--- config.mk ---
export PLATFORM = sky130hd
export DESIGN_NAME = life_grid_engine
export DESIGN_NICKNAME = d
export VERILOG_FILES = /design/src/rtl/life_pkg.sv /design/src/rtl/life_next_gen.sv /design/src/rtl/life_grid_engine.sv
export SDC_FILE = /design/constraint.sdc
export NUM_CORES = 1
export LEC_CHECK = 0
export BUFFER_PORTS_ARGS = -buffer_cell sky130_fd_sc_hd__buf_4
export CAP_MARGIN = 20
export CORE_MARGIN = 4
export CORE_UTILIZATION = 63
export DETAILED_ROUTE_END_ITERATION = 8
export PLACE_DENSITY_LB_ADDON = 0.1
export SLEW_MARGIN = 20
export SYNTH_ARGS = -nofsm -noshare
export SYNTH_HDL_FRONTEND = slang
export SYNTH_SLANG_ARGS = --single-unit
--- constraint.sdc ---
create_clock -name clk -period 6.3 [get_ports clk]
set_input_delay 1.26 -clock clk [delete_from_list [all_inputs] [get_ports clk]]
set_output_delay 1.26 -clock clk [all_outputs]
set_load 0.05 [all_outputs]
--- src/rtl/life_pkg.sv ---
// Shared types and constants for the 8x8 Game of Life engine.
// Provides the FSM state enum, board geometry and the (row,col)->bit map.
package life_pkg;

    localparam int BOARD_DIM  = 8;
    localparam int BOARD_BITS = BOARD_DIM * BOARD_DIM;

    typedef enum logic [1:0] {
        IDLE,
        RUN,
        HALT
    } state_t;

    // Row-major cell placement: cell (r,c) lives at bit r*8+c.
    function automatic logic [5:0] cell_idx(input int r, input int c);
        return 6'(r * BOARD_DIM + c);
    endfunction

endpackage

--- src/rtl/life_next_gen.sv ---
// Combinational next-generation evaluator for an 8x8 Life board.
// Ports: grid (current board) -> next (board after one generation).
module life_next_gen
    import life_pkg::*;
#(
    parameter int WRAP = 0
) (
    input  logic [BOARD_BITS-1:0] grid,
    output logic [BOARD_BITS-1:0] next
);

    logic [3:0] cnt;
    int         rr;
    int         cc;

    always_comb begin
        next = '0;
        cnt  = '0;
        rr   = 0;
        cc   = 0;
        for (int r = 0; r < BOARD_DIM; r++) begin
            for (int c = 0; c < BOARD_DIM; c++) begin
                cnt = '0;
                for (int dr = -1; dr <= 1; dr++) begin
                    for (int dc = -1; dc <= 1; dc++) begin
                        rr = r + dr;
                        cc = c + dc;
                        // Toroidal mode folds the edge onto the far side.
                        if (WRAP != 0) begin
                            rr = (rr + BOARD_DIM) % BOARD_DIM;
                            cc = (cc + BOARD_DIM) % BOARD_DIM;
                        end
                        if (!(dr == 0 && dc == 0) &&
                            rr >= 0 && rr < BOARD_DIM &&
                            cc >= 0 && cc < BOARD_DIM) begin
                            cnt = cnt + 4'(grid[cell_idx(rr, cc)]);
                        end
                    end
                end
                // Birth on 3; survival on 2 or 3.
                next[cell_idx(r, c)] = (cnt == 4'd3) ||
                                       (grid[cell_idx(r, c)] &&
                                        cnt == 4'd2);
            end
        end
    end

endmodule

--- src/rtl/life_grid_engine.sv ---
// Game of Life engine: latches a seed, evolves it per tick, halts on still life/extinction.
// Ports: clk, reset(async low), load, seed, run, single_step -> grid, gen_count, stable, extinct, busy.
module life_grid_engine
    import life_pkg::*;
#(
    parameter int TICK_DIV = 25_000_000,
    parameter int GEN_W    = 16,
    parameter int WRAP     = 0
) (
    input  logic                  clk,
    input  logic                  reset,
    input  logic                  load,
    input  logic [BOARD_BITS-1:0] seed,
    input  logic                  run,
    input  logic                  single_step,
    output logic [BOARD_BITS-1:0] grid,
    output logic [GEN_W-1:0]      gen_count,
    output logic                  stable,
    output logic                  extinct,
    output logic                  busy
);

    localparam int PW = (TICK_DIV > 1) ? $clog2(TICK_DIV) : 1;
    localparam logic [PW-1:0] PRE_LAST = PW'(TICK_DIV - 1);

    state_t                  state_q, state_d;
    logic [BOARD_BITS-1:0]   grid_q, grid_d;
    logic [GEN_W-1:0]        gen_q, gen_d;
    logic [PW-1:0]           pre_q, pre_d;
    logic                    stable_q, stable_d;
    logic                    extinct_q, extinct_d;
    logic                    busy_q;
    logic                    do_apply;
    logic [BOARD_BITS-1:0]   nxt;

    life_next_gen #(
        .WRAP (WRAP)
    ) u_next (
        .grid (grid_q),
        .next (nxt)
    );

    always_ff @(posedge clk or negedge reset) begin
        if (!reset) begin
            state_q   <= IDLE;
            grid_q    <= '0;
            gen_q     <= '0;
            pre_q     <= '0;
            stable_q  <= 1'b0;
            extinct_q <= 1'b0;
            busy_q    <= 1'b0;
        end else begin
            state_q   <= state_d;
            grid_q    <= grid_d;
            gen_q     <= gen_d;
            pre_q     <= pre_d;
            stable_q  <= stable_d;
            extinct_q <= extinct_d;
            busy_q    <= (state_d == RUN);
        end
    end

    always_comb begin
        state_d   = state_q;
        grid_d    = grid_q;
        gen_d     = gen_q;
        pre_d     = pre_q;
        stable_d  = stable_q;
        extinct_d = extinct_q;
        do_apply  = 1'b0;

        if (load) begin
            grid_d    = seed;
            gen_d     = '0;
            pre_d     = '0;
            stable_d  = 1'b0;
            extinct_d = (seed == '0);
            state_d   = (seed == '0) ? HALT : IDLE;
        end else begin
            unique case (state_q)
                IDLE: begin
                    if (run) begin
                        state_d = RUN;
                        pre_d   = '0;
                    end else if (single_step) begin
                        do_apply = 1'b1;
                    end
                end
                RUN: begin
                    // Dropping run discards any partially counted tick.
                    if (!run) begin
                        state_d = IDLE;
                        pre_d   = '0;
                    end else if (pre_q == PRE_LAST) begin
                        do_apply = 1'b1;
                        pre_d    = '0;
                    end else begin
                        pre_d = pre_q + 1'b1;
                    end
                end
                HALT: begin
                end
                default: begin
                    state_d = IDLE;
                end
            endcase

            if (do_apply) begin
                if (nxt == grid_q) begin
                    stable_d = 1'b1;
                    state_d  = HALT;
                end else begin
                    grid_d = nxt;
                    gen_d  = (&gen_q) ? gen_q : gen_q + 1'b1;
                    if (nxt == '0) begin
                        extinct_d = 1'b1;
                        state_d   = HALT;
                    end
                end
            end
        end
    end

    assign grid      = grid_q;
    assign gen_count = gen_q;
    assign stable    = stable_q;
    assign extinct   = extinct_q;
    assign busy      = busy_q;

endmodule

# Yosys cells after proc, flatten, opt, wreduce, memory -nomap -nowiden

Cells that the tools add are included.

Flip-flop bits (word level): 110
Input bits: 69
Output and inout bits: 83
Word-level logic and storage cells: 668

Add/subtract/negate cells: 351
Equality and inequality tests: 136
Muxes and demuxes: 33
Reduce and logical (&&, ||, !) cells: 141

Operators by type and width:

| operator                                                              | number |
|---|---|
| 4-bit by 1-bit adder with 4-bit output                                | 292 |
| 4-bit by 2-bit equality test with 1-bit output, second input constant | 128 |
| 64-bit two-way mux                                                    | 3 |
| 64-bit logical NOT                                                    | 2 |
| 1-bit by 1-bit adder with 2-bit output                                | 57 |
| 25-bit two-way mux                                                    | 4 |
| 64-bit equality test                                                  | 1 |
| 1-bit logical AND                                                     | 64 |
| 1-bit logical OR                                                      | 64 |
| 16-bit two-way mux                                                    | 4 |
| 25-bit one-hot mux with 2 select lines                                | 1 |
| 25-bit by 1-bit adder with 25-bit output, second input constant       | 1 |
| 25-bit equality test, second input constant                           | 1 |
| 16-bit by 1-bit adder with 16-bit output, second input constant       | 1 |
| 16-bit AND reduction                                                  | 1 |
| 2-bit two-way mux                                                     | 7 |
| 1-bit two-way mux                                                     | 12 |
| 2-bit one-hot mux with 3 select lines                                 | 1 |
| 2-bit AND reduction                                                   | 3 |
| 3-bit AND reduction                                                   | 2 |
| 2-bit nonzero test                                                    | 3 |
| 2-bit by 1-bit equality test with 1-bit output, second input constant | 2 |
| 2-bit inequality test, second input constant                          | 2 |
| 3-bit inequality test, second input constant                          | 1 |
| other kinds (4)                                                       | 4 |

# Depth between registers and ports, before layout

Gate-level depths: netlist of run 1.

Depth after elaboration: 16
Mapped depth: 19
Depth with buffers taken out: 16

# Cells and area by module

A second synthesis of run 1 with hierarchy kept.

Cell total of the unflattened synthesis: 1554
Area, all modules: 14477.6 µm²

Modules (own cells, without submodules):

| module           | times used | cells an instance | area each (µm²) | seq. area each (µm²) |
|---|---|---|---|---|
| life_next_gen    | 1          | 822               | 7828.8          | 0.0 |
| life_grid_engine | 1          | 732               | 6648.9          | 2752.6 |

# Least setup slack after synthesis of run 1

No wires, ideal clock.

Path kind: reg-to-reg
Start: reg grid_q[41], in the netlist grid[41]
End: reg grid_q[18], in the netlist grid[18]
Setup time: 0.127 ns
Data arrival time: 5.462 ns
Required time: 6.173 ns
Setup slack: 0.712 ns
Stages on the path, launching flop included: 20
Buffers on the path: 3
Path through: dfrtp_1 ha_1 inv_1 fa_1 fa_1 inv_1 fa_1 inv_1 fa_1 nor2b_1 a22o_4 o2111ai_1 or4_1 or4_4 or4_1 clkbuf_1 buf_6 buf_6 mux2i_1 nand3_1

Word-level cells in the longest chain between the ends: 13
Elaborated cells between the ends (all ways): 68

Ends and longest elaborated chain:

| item                                                 | line                    | source |
|---|---|---|
| start, declared                                      | life_grid_engine.sv:27  | `logic [BOARD_BITS-1:0] grid_q, grid_d;` |
| start signal, assigned                               | life_grid_engine.sv:54  | `grid_q <= grid_d;` |
| 1-bit by 1-bit adder with 2-bit output               | life_next_gen.sv:36     | `cnt = cnt + 4'(grid[cell_idx(rr, cc)]);` |
| 4-bit by 1-bit adder with 4-bit output (6 in series) | life_next_gen.sv:36     |  |
| 4-bit by 2-bit equality test with 1-bit output       | life_next_gen.sv:43     | `cnt == 4'd2);` |
| 1-bit logical AND                                    | life_next_gen.sv:42     | `(grid[cell_idx(r, c)] &&` |
| 1-bit logical OR                                     | life_next_gen.sv:41     | `next[cell_idx(r, c)] = (cnt == 4'd3) \|\|` |
| 64-bit equality test (*)                             | life_grid_engine.sv:109 | `if (nxt == grid_q) begin` |
| 2-bit inequality test (no source line) (*)           | -                       |  |
| 2-bit AND reduction (no source line) (*)             | -                       |  |

Every way passes the cells marked *; elsewhere a longest branch is shown, timed or not.
A chain may end at the register's enable or synchronous reset.

# Final worst setup path of run 1

Start: reg grid_q[42], in the netlist grid[42]
End: reg grid_q[48], in the netlist grid[48]

Same word-level chain as after synthesis.

==> results.txt, run 1 <==
The clock network fraction of total power came out at roughly 6%. The die boundary width is ~170 µm. The total power per unit cell area is ~570 nW/µm². Clock-pin slew was measured on the worst setup and hold paths at 0.10 ns. The worst setup path is of the reg2reg kind. The worst hold path belongs to the class reg2reg. After synthesis, the netlist uses 80 different library cells. The number of core rows came out at 59. The largest area contributor in the netlist is fa_1. The static power due to leakage came out at ~9.5 nW.

The insertion delay to the later sink of the worst-skew pair is about 0.4 ns. The max-slew violation total from the final report came out at 0. The internal power of the cells came out at approximately 4.6 mW. The number of antenna violations at the first check in global routing was 2. The synthesis warning total came out at 0.

The number of port buffers came out at 151. The worst slew margin relative to its limit is 21.9%. Once the clock tree was built, the resizer swapped 0 gates to a different size. The final net count is 2580. For flop-to-flop paths, the worst setup slack is roughly 0.12 ns.

The final core area utilization came out at 73.2%. In this run the worst setup path begins at grid[42]. The sum of overflow across all layers after global routing is 0. The count of nets left with antenna violations after detail routing is 0. In this run the count of I/O pins placed on the die edge is 152. Summing all flip-flop and latch instances after layout gives roughly 2800 µm². The final route contains approximately 17k vias. STA puts the critical path data arrival time at 6.44 ns.

The number of global-route vias before repair was 16.7k. The final-report setup violation count came out at 0. The flow ran to the end, and the final reports show no timing, DRC or antenna violations. The proportion of synthesized flip-flops having asynchronous set or reset came out at 100%. The filler cell count in the final layout is 2038. The setup clock skew after layout is 0.0264 ns.

The height of the die came out at approximately 170 µm. The number of instances in the placed design is 2476. Synthesis inferred 110 register bits. Yosys attributes the largest share of cell area to fa_1 (23%), dfrtp_1 (16%), ha_1 (12%). The number of DRC markers after the initial detailed-route iteration is 2452.

Setup repair after global routing left no endpoint under its margin. At the pin with the least slew margin, the transition time is roughly 1.2 ns. Routability-driven placement finished with a final weighted congestion of 1.13.

The smallest setup slack after layout came out at 0.119 ns. Overall power consumption after layout is estimated at 10.9 mW. The switching part of the total power is 58.2%.

The maximum buffer depth of the clock tree is 2. The final standard cell area without fillers came out at 19200 µm². The worst setup path is launched from a register. CTS built an H-tree with a depth of 3. The CTS buffer count is 9. The final layout contains routed wiring with a total length of 65600 µm. TritonCTS built the clock tree.

The maximum net fanout on the critical path came out at 18. The sequential cell area fraction in the yosys report is around 16%. The number of buffers added to fix hold violations after cts came out at 0. Compared with the post-synthesis result, the final layout area differs by 13.6%. Static timing analysis puts the maximum clock frequency at between 150 and 200 MHz. The worst setup timing slack at the placement stage is 0.272 ns. Among all flip-flop cells after synthesis, the most frequent one is dfrtp_1. The net count after synthesis is 2389. The capture instance of the worst register-to-register path is grid[48]. Clock tree synthesis selected as its root buffer the cell clkbuf_16. For the worst flop-to-flop path, the logic depth is 17. The standard cell area after detailed placement came out at roughly 19000 µm². For this run, the total global-route usage over all layers was measured as 44.3%.

The share of the synthesized area in the top cell type came out at 23.2%. The worst slack on hold paths came out at 0.509 ns. The shortest clock period the worst path allows after layout is 6.18 ns. The number of iterations in the first detailed-routing pass is 9.

The combinational share of power came out at between 80% and 90%. The number of enable flip-flop cells after synthesis is 0. The count of non-filler cells in the finished layout is 2493. In the final layout, the multi-input gates occupy 12500 µm². At the worst endpoint, the required time is between 6 and 7 ns. The floorplan die area is 29600 µm². The first global-routing pass estimated 98600 µm of wire. The routed length per placed instance came out at 26.3 µm. The count of buffers added by post-CTS timing repair for setup came out at 0.

The worst-case IR drop observed on VDD is 451 µV. The combined area of all synthesized cells is 16900 µm². The capturing instance or port of the critical path is grid[48]. The synthesized area per cell is 8.64 µm². The number of clock sinks came out at 110. The number of cells produced by synthesis came out at 1961.

The HPWL after detailed placement is 53100 µm. The standard cell core area is between 20000 and 30000 µm². In the routed design, unresolved DRC markers number 0.

The critical path capture point type is a register. The tool flagged a number of max-cap violations equal to 0. The part of the total power dissipated in sequential elements came out at 8.7%. The net switching power of the design is 6.36 mW. The largest net degree at the start of global routing came out at 100. Once the floorplan was initialized, standard cells occupied 64.4% of the core.

In the final layout, the share of cells above drive strength 1 is 13.4%. Dividing the detail-routed via count by the number of cells gives 6.86. The share of the cycle needed by the critical path after routing is between 90% and 100%. The start of the worst register-to-register path is grid[42].

The count of endpoints failing hold in the final timing report is 0. The setup TNS after final layout is 0 ns.
[cells by family after synthesis]
logic type / count (synthesis) / synth area share, %
simple gates: 649 / 21.6
buf+inv: 435 / 9.81
fa+ha+maj: 359 / 35.2
compound gates: 355 / 14.0
flops: 110 / 16.3
mux: 47 / 2.82
xor+xnor: 6 / 0.310
[critical path, stage by stage (launching register included)]
cell       delay (ns)
dfrtp_1          0.68
inv_1            0.18
buf_4            0.22
fa_1             0.49
fa_1             0.50
inv_1            0.05
fa_1             0.39
inv_1            0.08
fa_1             0.45
a22oi_1          0.15
nand2_1          0.07
nor3_1           0.46
o2111ai_1        0.23
or4_4            0.55
or4_2            0.88
buf_4            0.34
a31oi_1          0.20
o21ai_0          0.12
[cells in the final DEF, fill, tap and decap left out, types with 6 or more instances in the layout]
cell type,synthesis,layout
or4_1,29,28
and2_1,9,9
nor3b_1,36,36
fa_1,196,196
mux2i_1,41,41
nor2b_1,59,59
o221ai_1,9,9
clkbuf_16,0,9
nor4_1,29,29
o21ai_0,116,116
o311ai_0,20,20
a2111oi_0,9,8
a211oi_1,15,15
and4_1,24,24
or2_2,12,12
a31oi_1,29,29
nand2_1,117,117
nand3_1,66,66
nor2_1,112,111
a21oi_1,50,50
nor3_1,25,25
inv_1,378,378
nand4_1,53,53
ha_1,163,163
nand2b_1,21,21
o31ai_1,28,28
or3_1,6,6
nor4b_1,8,8
dfrtp_1,110,109
a22oi_1,7,7
buf_4,0,236
and3_1,9,9
[cell usage after synthesis (28+ instances only)]
cell,number
nor4_1,29
dfrtp_1,110
nand4_1,53
nand3_1,66
inv_1,378
nor3b_1,36
nand2_1,117
nor2b_1,59
a21oi_1,50
a31oi_1,29
or4_1,29
o31ai_1,28
mux2i_1,41
ha_1,163
clkbuf_1,49
fa_1,196
o21ai_0,116
nor2_1,112
[area by class of cell]
type,instances,area share (%)
timing repair buffer,237,9.31
inverter,378,7.37
clock inverter,7,0.488
antenna,1,0.0130
tap,335,2.18
multi-input combinational,1416,65.2
sequential,110,14.3
clock buffer,9,1.17
[sequential cells by signal, indices dropped and copies added, names as in the netlist]
register and cells:
pre_q 25, grid 64, busy 1, stable 1, gen_count 16, extinct 1
state_q 2
[power groups by stage]
stage	registers (mW)	clock network (mW)	logic, mW
6_report	0.952	0.655	9.33
5_1_grt	0.956	0.676	10.1
2_1_floorplan	1.25	0	5.59
4_1_cts	0.943	0.647	8.98
3_3_place_gp	0.954	0	8.57
3_5_place_dp	0.957	0	8.92
[metal layers]
metal,vias up,part of all wire (%),global-route usage (%)
met2,1330,43,66.6
li1,7209,-,-
met3,353,13,14.1
met4,2,7.7,26.0
met1,8219,36,56.5
met5,-,0.018,0
[worst min-delay path by stage]
stage / depth (start not counted) / endpoint / startpoint / slack [ns]
after floorplan: 1 / pre_q[24] / pre_q[24] / 0.44
after global placement: 1 / pre_q[20] / pre_q[20] / 0.48
after detailed placement: 1 / pre_q[20] / pre_q[20] / 0.49
after CTS: 1 / pre_q[24] / pre_q[24] / 0.51
after global routing: 1 / pre_q[24] / pre_q[24] / 0.52
final: 1 / pre_q[24] / pre_q[24] / 0.51
No activity file was read; power rests on OpenSTA's default activity.
==> run 2, diff against run 1 <==
--- a/config.mk
+++ b/config.mk
@@ -10,7 +10,8 @@
 export CORE_MARGIN = 4
 export CORE_UTILIZATION = 63
 export DETAILED_ROUTE_END_ITERATION = 8
-export PLACE_DENSITY_LB_ADDON = 0.1
+export PLACE_DENSITY = 0.84
+export SKIP_CTS_REPAIR_TIMING = 1
 export SLEW_MARGIN = 20
 export SYNTH_ARGS = -nofsm -noshare
 export SYNTH_HDL_FRONTEND = slang
==> run 2 against run 1 <==
  * Global-route usage fell by 0.64 points
  * Highest routed layer unchanged
  * Critical endpoint is now grid[63]
  * Flip-flop and latch count did not move
  * Routed wire length fell by 1.2%
  * First-iteration DRC count fell by 7.4%
  * Combinational power fell by 2%
==> results.txt, run 2 (synthesized netlist as in run 1, its figures left out) <==
Following the worst setup path forward leads to its endpoint at grid[63]. The total via count in the routed design came out at 17.0k (-0.55%). The register-to-register setup slack is 0.32 ns (+0.20 ns). The fmax came to 167 MHz (+3.4%). TritonCTS built the clock tree.

The worst reg2reg path depth is 18 (+1). The CTS clock-pin slew for the worst setup and hold paths was 0.11 ns (about the same). The path class of the tightest hold or removal check is reg2reg. The initial standard-cell utilization of the core came to 64.4% (unchanged). The share of the cycle needed by the critical path after routing is 94.9% (-3.2 points). In this run the worst setup path begins at grid[35].

The slowest library cell on the worst path is or4_2. The number of core rows came out at 59 (unchanged). The number of DRC markers after the initial detailed-route iteration is 2270 (-7.4%). The wire length of the first global-routing pass came to 97600 µm (-0.99%). The maximum buffer depth of the clock tree came to 2 (unchanged). The insertion delay to the later sink of the worst-skew pair is 0.39 ns (about the same). The flip-flop count of the largest register after layout came out at 64 (unchanged). The antenna cell count was 0 (-1).

The die boundary width is 172 µm (unchanged). The count of unresolved DRC violations after routing came to 0 (unchanged). The worst slew margin relative to its limit is 26.7% (+4.8 points).

The setup TNS after final layout came out at 0 ns (unchanged). The number of port buffers is 151 (unchanged). The max-slew violation total from the final report is 0 (unchanged). The count of nets left with antenna violations after detail routing came out at 0 (unchanged). Setup repair after global routing left no endpoint under its margin.

The fraction of layout instances using a drive strength above 1 is 13.1% (-0.37 points). The power consumption was 10.8 mW (-1.6%). The largest net degree at the start of global routing is 107 (+7.0%). The required time at the endpoint of the critical path is 6.55 ns (about the same).

In this run the critical register-to-register path is launched from grid[35]. The half-perimeter wire length of the detailed placement result is 52100 µm (-1.9%). The total of max-cap violations is 0 (unchanged).

The worst stage delay on the critical path is 0.87 ns (about the same). The critical path capture point type is a register. The height of the die was 172 µm (unchanged). The global routing usage summed across all routing layers is 43.7% (-0.64 points). The standard cell core area was 26300 µm² (unchanged). The multi-input gate area in the final layout came out at 12500 µm² (about the same).

The final net count is 2573 (-0.27%). The worst setup path is launched from a register. The total power per unit cell area is 561 nW/µm² (-1.3%). The shortest clock period the worst path allows after layout came out at 5.98 ns (-0.201 ns).

The number of levels in the clock H-tree is 3 (unchanged). In the layout the commonest cells are inv_1 (378), buf_4 (228), fa_1 (196), ha_1 (163), nand2_1 (117). The number of antenna violations at the first check in global routing was 3 (+1). The count of endpoints failing hold in the final timing report is 0 (unchanged). The static power due to leakage came out at 9.53 nW (-0.24%). The clock root buffer is clkbuf_16.

The routed length per placed instance was 26.1 µm (-0.87%). The final-report setup violation count is 0 (unchanged). The arrival time at the worst endpoint came out at 6.23 ns (-0.21 ns).

The filler cell count in the final layout came out at 2030 (-0.39%). The flow ran to the end, and the final reports show no timing, DRC or antenna violations. The sum of overflow across all layers after global routing came out at 0 (unchanged). The setup clock skew after layout came to 0.0211 ns (-0.00531 ns). The most numerous cell on the critical path is fa_1.

The number of clock sinks is 110 (unchanged). The wire length reported by the detailed router came out at 64900 µm (-1.2%). The signal on the critical path passes through buf_4 > ha_1 > inv_1 > fa_1 > fa_1 > inv_1 > fa_1 > inv_1 > fa_1 > a21oi_1 > a2bb2oi_1 > nand3_1 > a2111oi_0 > nand4_1 > or4_2 > buf_4 > a31oi_1 > o21ai_0. The peak supply drop is 436 µV (-3.2%).

The worst register-to-register path ends at grid[63]. The count of non-filler cells in the finished layout came out at 2485 (-0.32%). The slew at the pin closest to its max-slew limit came out at 1.09 ns (-0.0716 ns).

The number of global-route vias before repair is 16.8k (+0.41%). The critical path is of the reg2reg type. The number of top-level pins came out at 152 (unchanged).

The register area is 2750 µm² (about the same). The floorplan die area was 29600 µm² (unchanged). The number of iterations in the first detailed-routing pass came to 9 (unchanged).

The number of instances in the placed design came to 2469 (-0.28%). The CTS buffer count came to 9 (unchanged). The global placement routability congestion came out at 1.09 (-3.2%). The most common cell after layout, fill and taps aside is inv_1. The maximum net fanout on the critical path is 11 (-7). The number of vias per cell came out at 6.85 (-0.23%). Compared with the post-synthesis result, the final layout area differs by 13.3%.
-- run 2: critical path, delay by kind of cell (launching register included) --
kind,cells,cell delay (ns)
buf+inv,5,0.68
fa+ha+maj,5,2.06
flops,1,0.46
simple gates,3,1.23
compound gates,5,1.39
-- run 2: final cells by class --
cell class | instances | area share [%]
sequential | 110 | 14.3
clock buffer | 9 | 1.17
multi-input combinational | 1416 | 65.3
timing repair buffer | 230 | 9.12
clock inverter | 7 | 0.489
inverter | 378 | 7.39
tap | 335 | 2.18
-- run 2: worst min-delay path by stage --
stage,from,end,slack (ns),depth (start not counted)
detailed placement,pre_q[24],pre_q[24],0.49,1
global placement,pre_q[24],pre_q[24],0.47,1
floorplan,pre_q[24],pre_q[24],0.44,1
global route,pre_q[22],pre_q[22],0.55,1
CTS,pre_q[24],pre_q[24],0.50,1
finish,pre_q[24],pre_q[24],0.51,1
-- run 2: per-layer routing --
layer	wire length, µm	global-route usage [%]
met1	22800	55.7
met2	28000	65.7
met3	8540	12.0
met5	31	0
met4	5520	28.1
-- run 2: report_power, final --
| part | internal (mW) | total [mW] | switching [mW] |
|---|---|---|---|
| clock network | 0.292 | 0.650 | 0.358 |
| logic | 3.47 | 9.17 | 5.71 |
| registers | 0.784 | 0.937 | 0.152 |
| total | 4.54 | 10.8 | 6.22 |
-- run 2: through the flow --
| step | util [%] | worst slack, ns | instance area [µm²] | hold WS [ns] |
|---|---|---|---|---|
| 6_report | 73.0 | 0.320 | 19200 | 0.512 |
| 5_1_grt | 73.0 | 0.191 | 19200 | 0.545 |
| 4_1_cts | 73.0 | 0.406 | 19200 | 0.503 |
| 3_5_place_dp | 71.8 | 0.449 | 18900 | 0.489 |
| 3_3_place_gp | 71.8 | 0.451 | 18900 | 0.466 |
| 2_1_floorplan | - | 0.712 | 16900 | 0.442 |
